### src/rtl/mastermind_pkg.sv
// Shared types and constants for the Mastermind game datapath and sequencer.
// Holds the game state encoding, default game geometry and the score/colour widths.
package mastermind_pkg;

    typedef enum logic [2:0] {
        ST_NEW   = 3'd0,
        ST_ENTRY = 3'd1,
        ST_SCORE = 3'd2,
        ST_CHECK = 3'd3,
        ST_DONE  = 3'd4
    } game_state_t;

    localparam int CODE_LEN_DEF  = 4;
    localparam int MAX_TURNS_DEF = 8;
    localparam int COLOUR_W      = 3;
    localparam int SCORE_W       = COLOUR_W;
    localparam int LAT_W         = 3;

    // True when every peg of the guess sits in its exact position.
    function automatic logic score_is_win(input logic [SCORE_W-1:0] exact,
                                          input int                 code_len);
        return (exact == SCORE_W'(code_len));
    endfunction

endpackage

### src/rtl/btn_edge.sv
// Rising-edge strobe for an already-debounced button level.
// The level is registered once; the strobe is high for the single cycle after a 0->1 change.
module btn_edge (
    input  logic clk,
    input  logic rst,
    input  logic btn,
    output logic rise
);

    logic btn_r;
    logic btn_prev_r;

    // Sample the button level and keep one cycle of history.
    always_ff @(posedge clk or posedge rst) begin
        if (rst) begin
            btn_r      <= 1'b0;
            btn_prev_r <= 1'b0;
        end else begin
            btn_r      <= btn;
            btn_prev_r <= btn_r;
        end
    end

    assign rise = btn_r & ~btn_prev_r;

endmodule

### src/rtl/mastermind_game_ctrl.sv
// Mastermind game sequencer: secret-code capture, guess commit/scoring handshake,
// turn counting and sticky win/lose. All outputs come straight from registers.
module mastermind_game_ctrl
    import mastermind_pkg::*;
#(
    parameter int MAX_TURNS = MAX_TURNS_DEF,
    parameter int CODE_LEN  = CODE_LEN_DEF,
    parameter int SCORE_LAT = 2,
    parameter int TURN_W    = 4
) (
    input  logic               clk,
    input  logic               rst,
    input  logic               mode,
    input  logic               btn_select,
    input  logic               btn_new,
    input  logic [SCORE_W-1:0] score_exact,
    input  logic [SCORE_W-1:0] score_partial,
    output logic               code_load,
    output logic               guess_enable,
    output logic               hist_we,
    output logic [TURN_W-1:0]  hist_waddr,
    output logic               score_start,
    output logic [TURN_W-1:0]  turns_used,
    output logic               last_turn,
    output logic               win,
    output logic               lose,
    output logic               game_over
);

    localparam logic [TURN_W-1:0] MAX_C       = TURN_W'(MAX_TURNS);
    localparam logic [TURN_W-1:0] LAST_C      = TURN_W'(MAX_TURNS - 1);
    localparam logic [LAT_W-1:0]  SCORE_LAT_C = LAT_W'(SCORE_LAT);

    game_state_t       state_r, state_next_s;
    logic [LAT_W-1:0]  wait_r, wait_next_s;
    logic [TURN_W-1:0] turns_used_r, turns_next_s;
    logic [TURN_W-1:0] hist_waddr_r, hist_waddr_next_s;
    logic              win_r, win_next_s;
    logic              lose_r, lose_next_s;
    logic              code_load_r, code_load_next_s;
    logic              hist_we_r, hist_we_next_s;
    logic              score_start_r, score_start_next_s;
    logic              guess_enable_r, guess_enable_next_s;
    logic              last_turn_r, last_turn_next_s;
    logic              game_over_r, game_over_next_s;
    logic              sel_rise_s;
    logic              new_rise_s;
    logic              unused_partial_s;

    // Partial matches only feed the display path.
    assign unused_partial_s = ^score_partial;

    btn_edge u_sel_edge (
        .clk  (clk),
        .rst  (rst),
        .btn  (btn_select),
        .rise (sel_rise_s)
    );

    btn_edge u_new_edge (
        .clk  (clk),
        .rst  (rst),
        .btn  (btn_new),
        .rise (new_rise_s)
    );

    function automatic logic [TURN_W-1:0] sat_inc(input logic [TURN_W-1:0] v);
        if (v < MAX_C) begin
            return v + TURN_W'(1);
        end else begin
            return v;
        end
    endfunction

    // Next-state and next-output decode; outputs are derived from the next state so they line up with it.
    always_comb begin
        state_next_s        = state_r;
        wait_next_s         = wait_r;
        turns_next_s        = turns_used_r;
        hist_waddr_next_s   = hist_waddr_r;
        win_next_s          = win_r;
        lose_next_s         = lose_r;
        hist_we_next_s      = 1'b0;
        score_start_next_s  = 1'b0;
        code_load_next_s    = 1'b0;
        guess_enable_next_s = 1'b0;
        last_turn_next_s    = 1'b0;
        game_over_next_s    = 1'b0;

        case (state_r)
            // After reset code_load_r is 0, so NEW lingers one cycle to emit its pulse.
            ST_NEW: begin
                if (code_load_r) begin
                    state_next_s = ST_ENTRY;
                end else begin
                    state_next_s = ST_NEW;
                end
            end
            ST_ENTRY: begin
                if (new_rise_s) begin
                    state_next_s = ST_NEW;
                end else if (sel_rise_s && !mode) begin
                    state_next_s       = ST_SCORE;
                    wait_next_s        = {LAT_W{1'b0}};
                    hist_we_next_s     = 1'b1;
                    score_start_next_s = 1'b1;
                    hist_waddr_next_s  = turns_used_r;
                end else begin
                    state_next_s = ST_ENTRY;
                end
            end
            ST_SCORE: begin
                if (new_rise_s) begin
                    state_next_s = ST_NEW;
                end else if (wait_r == SCORE_LAT_C) begin
                    state_next_s = ST_CHECK;
                end else begin
                    wait_next_s = wait_r + LAT_W'(1);
                end
            end
            ST_CHECK: begin
                if (new_rise_s) begin
                    state_next_s = ST_NEW;
                end else begin
                    turns_next_s = sat_inc(turns_used_r);
                    if (score_is_win(score_exact, CODE_LEN)) begin
                        win_next_s   = 1'b1;
                        state_next_s = ST_DONE;
                    end else if (turns_next_s == MAX_C) begin
                        lose_next_s  = 1'b1;
                        state_next_s = ST_DONE;
                    end else begin
                        state_next_s = ST_ENTRY;
                    end
                end
            end
            ST_DONE: begin
                if (new_rise_s) begin
                    state_next_s = ST_NEW;
                end else begin
                    state_next_s = ST_DONE;
                end
            end
            default: begin
                state_next_s = ST_NEW;
            end
        endcase

        if (state_next_s == ST_NEW) begin
            code_load_next_s  = 1'b1;
            turns_next_s      = {TURN_W{1'b0}};
            hist_waddr_next_s = {TURN_W{1'b0}};
            win_next_s        = 1'b0;
            lose_next_s       = 1'b0;
        end else begin
            code_load_next_s = 1'b0;
        end

        guess_enable_next_s = (state_next_s == ST_ENTRY) && !mode;
        last_turn_next_s    = (state_next_s == ST_ENTRY) && (turns_next_s == LAST_C);
        game_over_next_s    = win_next_s | lose_next_s;
    end

    // State, counters and registered outputs; reset aborts any scoring in flight.
    always_ff @(posedge clk or posedge rst) begin
        if (rst) begin
            state_r        <= ST_NEW;
            wait_r         <= {LAT_W{1'b0}};
            turns_used_r   <= {TURN_W{1'b0}};
            hist_waddr_r   <= {TURN_W{1'b0}};
            win_r          <= 1'b0;
            lose_r         <= 1'b0;
            code_load_r    <= 1'b0;
            hist_we_r      <= 1'b0;
            score_start_r  <= 1'b0;
            guess_enable_r <= 1'b0;
            last_turn_r    <= 1'b0;
            game_over_r    <= 1'b0;
        end else begin
            state_r        <= state_next_s;
            wait_r         <= wait_next_s;
            turns_used_r   <= turns_next_s;
            hist_waddr_r   <= hist_waddr_next_s;
            win_r          <= win_next_s;
            lose_r         <= lose_next_s;
            code_load_r    <= code_load_next_s;
            hist_we_r      <= hist_we_next_s;
            score_start_r  <= score_start_next_s;
            guess_enable_r <= guess_enable_next_s;
            last_turn_r    <= last_turn_next_s;
            game_over_r    <= game_over_next_s;
        end
    end

    assign code_load    = code_load_r;
    assign guess_enable = guess_enable_r;
    assign hist_we      = hist_we_r;
    assign hist_waddr   = hist_waddr_r;
    assign score_start  = score_start_r;
    assign turns_used   = turns_used_r;
    assign last_turn    = last_turn_r;
    assign win          = win_r;
    assign lose         = lose_r;
    assign game_over    = game_over_r;

endmodule

### config.mk
export PLATFORM = sky130hd
export DESIGN_NAME = mastermind_game_ctrl
export DESIGN_NICKNAME = d
export VERILOG_FILES = /design/src/rtl/mastermind_pkg.sv /design/src/rtl/btn_edge.sv /design/src/rtl/mastermind_game_ctrl.sv
export SDC_FILE = /design/constraint.sdc
export NUM_CORES = 1
export LEC_CHECK = 0
export CORE_MARGIN = 1
export CORE_UTILIZATION = 53
export DETAILED_ROUTE_END_ITERATION = 10
export GPL_ROUTABILITY_DRIVEN = 0
export HOLD_SLACK_MARGIN = 0.15
export PLACE_DENSITY = 0.79
export SETUP_SLACK_MARGIN = 0.15
export SYNTH_ARGS = -nofsm -noshare
export SYNTH_HDL_FRONTEND = slang
export SYNTH_SLANG_ARGS = --single-unit
### constraint.sdc
create_clock -name clk -period 2.9 [get_ports clk]
set_input_delay 0.29 -clock clk [delete_from_list [all_inputs] [get_ports clk]]
set_output_delay 0.29 -clock clk [all_outputs]
set_load 0.03 [all_outputs]
Word-level counts from Yosys, hierarchy flattened
Cells that the tools add are included.

Input port bits: 11. Flip-flop bits (word level): 25. Word-level logic and storage cells: 86. Output and inout bits: 16.

Magnitude comparators: 1. Equal/unequal tests: 14. Bitwise logic cells: 5. Mux-type cells: 38. Reductions and logical operators: 11. $add $sub $neg: 2.

Operators by type and width (count): $mux 4 (10); $mux 3 (10); $pmux 3 s5 (1); $mux 1 (14); $eq 3x2->1 const B (3); $ne 2x2->1 const B (4); $eq 3x1->1 const B (2); $eq 3x3->1 const B (2); $logic_not 3->1 (2); $pmux 3 s2 (1); $reduce_bool 2->1 (3); $reduce_and 5->1 (1); $add 4x1->4 const B (1); $eq 4x3->1 const B (1); $eq 4x4->1 const B (1); $lt 4x4->1 const B (1); $mux 2 (2); $add 3x1->3 const B (1); $logic_and 1x1->1 (3); $reduce_and 3->1 (1); $and 1x1->1 (2); $ne 2x1->1 const B (1); $not 1->1 (2); $logic_not 1->1 (1); $or 1x1->1 (1).

Longest topological paths before layout
Word-level depth: 13. Depth in mapped cells: 7. Mapped depth without buffers: 6.

Hierarchy
From an unflattened synthesis, not the netlist that was laid out.

Cell total of the unflattened synthesis: 117. Area, all modules: 1246.2 sq um.

Modules (own cells, without submodules): mastermind_game_ctrl (times used 1, cells an instance 109, area an instance 1111.1 sq um, sequential area each 525.5 sq um); btn_edge (times used 2, cells an instance 4, area an instance 67.6 sq um, sequential area each 50.0 sq um).

Worst setup path before layout
OpenSTA, ideal clock, no wires.

Path kind: flip-flop to flip-flop. From: register turns_used_r[0] (netlist: turns_used[0]). To: register last_turn_r (netlist: last_turn). Library setup time: 141 ps. Data required time: 2759 ps. Buffers on the path: 0. Clock period less this slack: 1720 ps. Arrival: 1579 ps. Setup slack: 1180 ps. Stages on the path, launching flop included: 5. Cell sequence: dfrtp_1 > ha_1 > o31ai_1 > o311a_1 > nor4_2.

Cells in the longest elaborated chain, start to end: 13. Elaborated cells on any way between the ends: 17. Classes of those cells: add/sub: 1; order compare: 1; eq/ne: 3; mux: 10; reduce/logical: 2.

Ends and longest elaborated chain: from (decl) (line mastermind_game_ctrl.sv:36) `logic [TURN_W-1:0] turns_used_r, turns_next_s;`; from (signal assigned) (line mastermind_game_ctrl.sv:169) `turns_used_r <= {TURN_W{1'b0}};`; from (signal assigned) (line mastermind_game_ctrl.sv:182) `turns_used_r <= turns_next_s;`; $add 4x1->4 or $lt 4x4->1 (tied branches) (line mastermind_game_ctrl.sv:69, mastermind_game_ctrl.sv:68); $mux 4 (line mastermind_game_ctrl.sv:68) `if (v < MAX_C) begin`; $mux 4 (line mastermind_game_ctrl.sv:122) `if (new_rise_s) begin`; $mux 4 (line mastermind_game_ctrl.sv:90) `case (state_r)`; $eq 4x4->1 (line mastermind_game_ctrl.sv:129) `end else if (turns_next_s == MAX_C) begin`; $mux 3 (line mastermind_game_ctrl.sv:129); $mux 3 (line mastermind_game_ctrl.sv:126) `if (score_is_win(score_exact, CODE_LEN)) begin`; $mux 3 (line mastermind_game_ctrl.sv:122); $pmux 3 s5 (line mastermind_game_ctrl.sv:90); $logic_not 3->1 (line mastermind_game_ctrl.sv:149) `if (state_next_s == ST_NEW) begin`; $mux 4 (line mastermind_game_ctrl.sv:149); $eq 4x3->1 (line mastermind_game_ctrl.sv:160) `last_turn_next_s = (state_next_s == ST_ENTRY) && (turns_next_s == LAST_C);`; $logic_and 1x1->1 (*) (line mastermind_game_ctrl.sv:160); named net last_turn_next_s (line mastermind_game_ctrl.sv:44) `logic last_turn_r, last_turn_next_s;`; to (signal assigned) (line mastermind_game_ctrl.sv:190) `last_turn_r <= last_turn_next_s;`; to (decl) (line mastermind_game_ctrl.sv:44).

Mark *: on every way through the listed nets, which the timed path passes. The rest lies on a longest branch. The select of a mux whose other input is x is not followed. A chain may end at the register's enable or synchronous reset.

Final worst setup path
From: register turns_used_r[2] (netlist: turns_used[2]). To: output port turns_used[2].

RTL lines: to (decl) (line mastermind_game_ctrl.sv:23) `output logic [TURN_W-1:0] turns_used,`.

No word-level cell between the ends.

==> metrics.md <==
| Metric | Value |
|---|---|
| Status | completed |
| Hold Crit Depth | 1 |
| Final WL | 2430 um |
| Non-Filler Cell Area, Final | about 1500 um2 |
| Post-Place Cell Area | roughly 1400 um2 |
| EDFF count, synth | 0 |
| Clk buf depth | 2 |
| Die ar. | approximately 2500 um2 |
| Initial DRC count | 22 |
| Crit-path max FO | 7 |
| TritonRoute pass-1 iters | 4 |
| WS Path Type | reg -> out |
| Post-synth top area share | between 50% and 60% |
| Top cells by area, synth | dfrtp_1 (52%), nor2_1 (4.7%), mux2i_1 (4.1%) |
| Final setup fails | 0 |
| Remaining antenna violation count | 0 |
| Sequential Power Share | between 40% and 50% |
| Slew Limit Headroom | ~37% |
| Initial antenna violation count | 0 |
| # clock sinks | 25 |
| Maximum VDD drop | 0.410 mV |
| Synth area leader | dfrtp_1 |
| Worst path arrival time | about 1.6 ns |
| Die Span X | 49.7 um |
| Post-DP HPWL | ~1800 um |
| # diodes | 0 |
| H-tree depth | 1 |
| Slowest cell on the critical path | clkdlybuf4s50_1 |
| Int Power | about 560 uW |
| Most common cell in the netlist | dfrtp_1 |
| FF-to-FF Start | u_sel_edge.btn_prev_r$_DFF_PP0_ |
| Crit path time final | ~1.9 ns |
| Switch share | 36.5% |
| DR vias | between 900 and 1000 |
| Syn avg cell area | 10.6 um2 |
| CTS tree | built |
| Critical Path Source Type | flop |
| Sw power | between 300 and 400 uW |
| Dpl cells | 160 |
| Reg-to-Reg End | hist_waddr[3]$_DFFE_PP0P_ |
| CP bufs+invs | 1 |
| Pin count of the biggest net entering global routing | 26 |
| Worst-case clock skew | 0.00874 ns |
| Area Growth Syn to Fin | 22.3% |
| Initial core utilization | approximately three fifths |
| Final Worst Setup Slack | approximately 1.0 ns |
| Post-CTS resize count | 0 |
| Clock latency on the worst-skew pair | around 0.33 ns |
| Sequential area share after synthesis | between 50% and 60% |
| Max incr delay on CP | roughly 0.74 ns |
| Tot GR Track Use | 22.9% |
| Via density | between 5 and 6 |
| Buffers on Ports | 23 |
| Vias in the first global route | 922 |
| Crit path required time | 2.61 ns |
| Clock slew at reported path FFs | approximately 0.15 ns |
| Worst min path class | in -> reg |
| WL/cell | approximately 15 um |
| R2R depth | 5 |
| FMAX | between 500 and 600 MHz |
| IO Pins | 27 |
| Actual slew at the worst max-slew pin | around 0.94 ns |
| Async SR Flop Fraction | 100% |
| Cts hold-fix bufs | 0 |
| Final Hold Fails | 0 |
| Pwr Density | 601 nW/um2 |
| RSZ-0062 raised after global routing | false |
| Non-filler instance count after layout | approximately 160 |
| Max-cap violation count | 0 |
| Die height | ~50 um |
| Cell Area, Synth | approximately 1200 um2 |
| TritonCTS Buffers | 3 |
| # nets final | approximately 150 |
| Setup TNS Final | 0 ns |
| Final period util | 65.0% |
| Wire length of the first global-routing pass | 4180 um |
| Pleak | between 0.0006 and 0.0007 uW |
| Comb power frac | 32.4% |
| CTS root buffer | clkbuf_4 |
| Drt drc | 0 |
| GR Overflow Total | 0 |
| Post-Syn Nets | between 100 and 150 |
| FF-to-FF setup slack | 1.06 ns |
| Layout cells sized above 1 | about 6.6% |
| Clock share of power | between 10% and 20% |
| Final Max Tran Viols | 0 |
| Crit path cell chain | clkdlybuf4s50_1 |
| Ys flop type | dfrtp_1 |
| CP Capture Type | output port |
| WHS Endpoint | u_new_edge.btn_r$_DFF_PP0_ |
| FP Rows | 16 |
| Pre-CTS WS | slightly below 0.7 ns |
| Post-synthesis cell count | about 110 |
| Crit path max-delay family | buffers and inverters |
| Core Area | approximately 2000 um2 |
| Hold Startpoint | btn_new |
| Syn. warnings | 0 |
| Yosys reg bits | 25 |
| Synth cell types | 38 |
| Synth top cells by count | dfrtp_1 (25), nor2_1 (15), inv_1 (8), nand3_1 (6) |
| Postcts setup bufs | 0 |
-- power groups by stage --
stage	combinational [uW]	clock, uW	sequential (uW)
after floorplan	186	0	465
after global placement	281	0	435
after detailed placement	288	0	436
after CTS	289	175	430
after global routing	318	183	438
final	287	169	431
-- state kept, by name, summed over array words and instances, names as in the netlist --
signal	count
hist_waddr	4
turns_used	4
state_r	3
wait_r	3
code_load	1
game_over	1
guess_enable	1
last_turn	1
lose	1
score_start	1
u_new_edge.btn_prev_r	1
u_new_edge.btn_r	1
u_sel_edge.btn_prev_r	1
u_sel_edge.btn_r	1
win	1
-- layout make-up --
cell class                 instances  area (um2)
sequential                        25         626
clock buffer                       3        22.5
multi-input combinational         77         526
inverter                           8        30.0
timing repair buffer              23         230
clock inverter                     1        8.76
fill                             163         566
tap                               27        33.8
-- stage by stage --
| step | total power, uW | hold WS, ns | utilization, % |
|---|---|---|---|
| 4_1_cts | 895 | 0.361 | 72.3 |
| 3_5_place_dp | 724 | 0.380 | 70.8 |
| 5_1_grt | 939 | 0.357 | 72.3 |
| 3_3_place_gp | 716 | 0.349 | 70.8 |
| 2_1_floorplan | 651 | 0.317 | - |
| 6_report | 887 | 0.372 | 72.3 |
-- cell usage in the layout (no fill, tap or decap), types with 3 or more instances in the layout --
| master | instances |
|---|---|
| clkdlybuf4s50_1 | 23 |
| a21oi_1 | 3 |
| inv_1 | 8 |
| dfrtp_1 | 25 |
| nand3_1 | 6 |
| nor3b_1 | 3 |
| nor2b_1 | 3 |
| nor2_1 | 15 |
| clkbuf_4 | 3 |
| nand2_1 | 5 |
| mux2i_1 | 5 |
| ha_1 | 3 |
| o21ai_1 | 3 |
-- per-layer routing --
metal / wire (um) / share of wire (%) / global-route usage [%]
met2: 1150 / 48 / 35.6
met1: 1140 / 47 / 30.5
met4: 19 / 0.78 / 8.10
met5: 0 / 0 / 0
met3: 112 / 4.6 / 6.48
-- worst max-delay path by stage --
stage	from	to	slack, ns	depth (start not counted)
after global routing	u_sel_edge.btn_prev_r$_DFF_PP0_	hist_waddr[3]$_DFFE_PP0P_	0.94	5
after global placement	mode	hist_waddr[3]$_DFFE_PP0P_	0.80	6
after detailed placement	mode	hist_waddr[3]$_DFFE_PP0P_	0.69	6
after CTS	turns_used[3]$_DFF_PP0_	turns_used[3]	1.00	1
after floorplan	turns_used[0]$_DFF_PP0_	last_turn$_DFF_PP0_	1.18	4
final	turns_used[2]$_DFF_PP0_	turns_used[2]	1.02	1
-- cells by family after synthesis --
kind of cell             count (synthesis)  share of synthesized area (%)
AND/OR/NAND/NOR                         47                           22.4
flip-flops                              25                           51.8
AO/OA/AOI/OAI                           20                           12.2
buffers and inverters                   12                           4.66
multiplexers                             6                           5.08
adder cells (fa/ha/maj)                  3                           3.11
XOR/XNOR                                 1                          0.726
No activity file was read; power rests on OpenSTA's default activity.
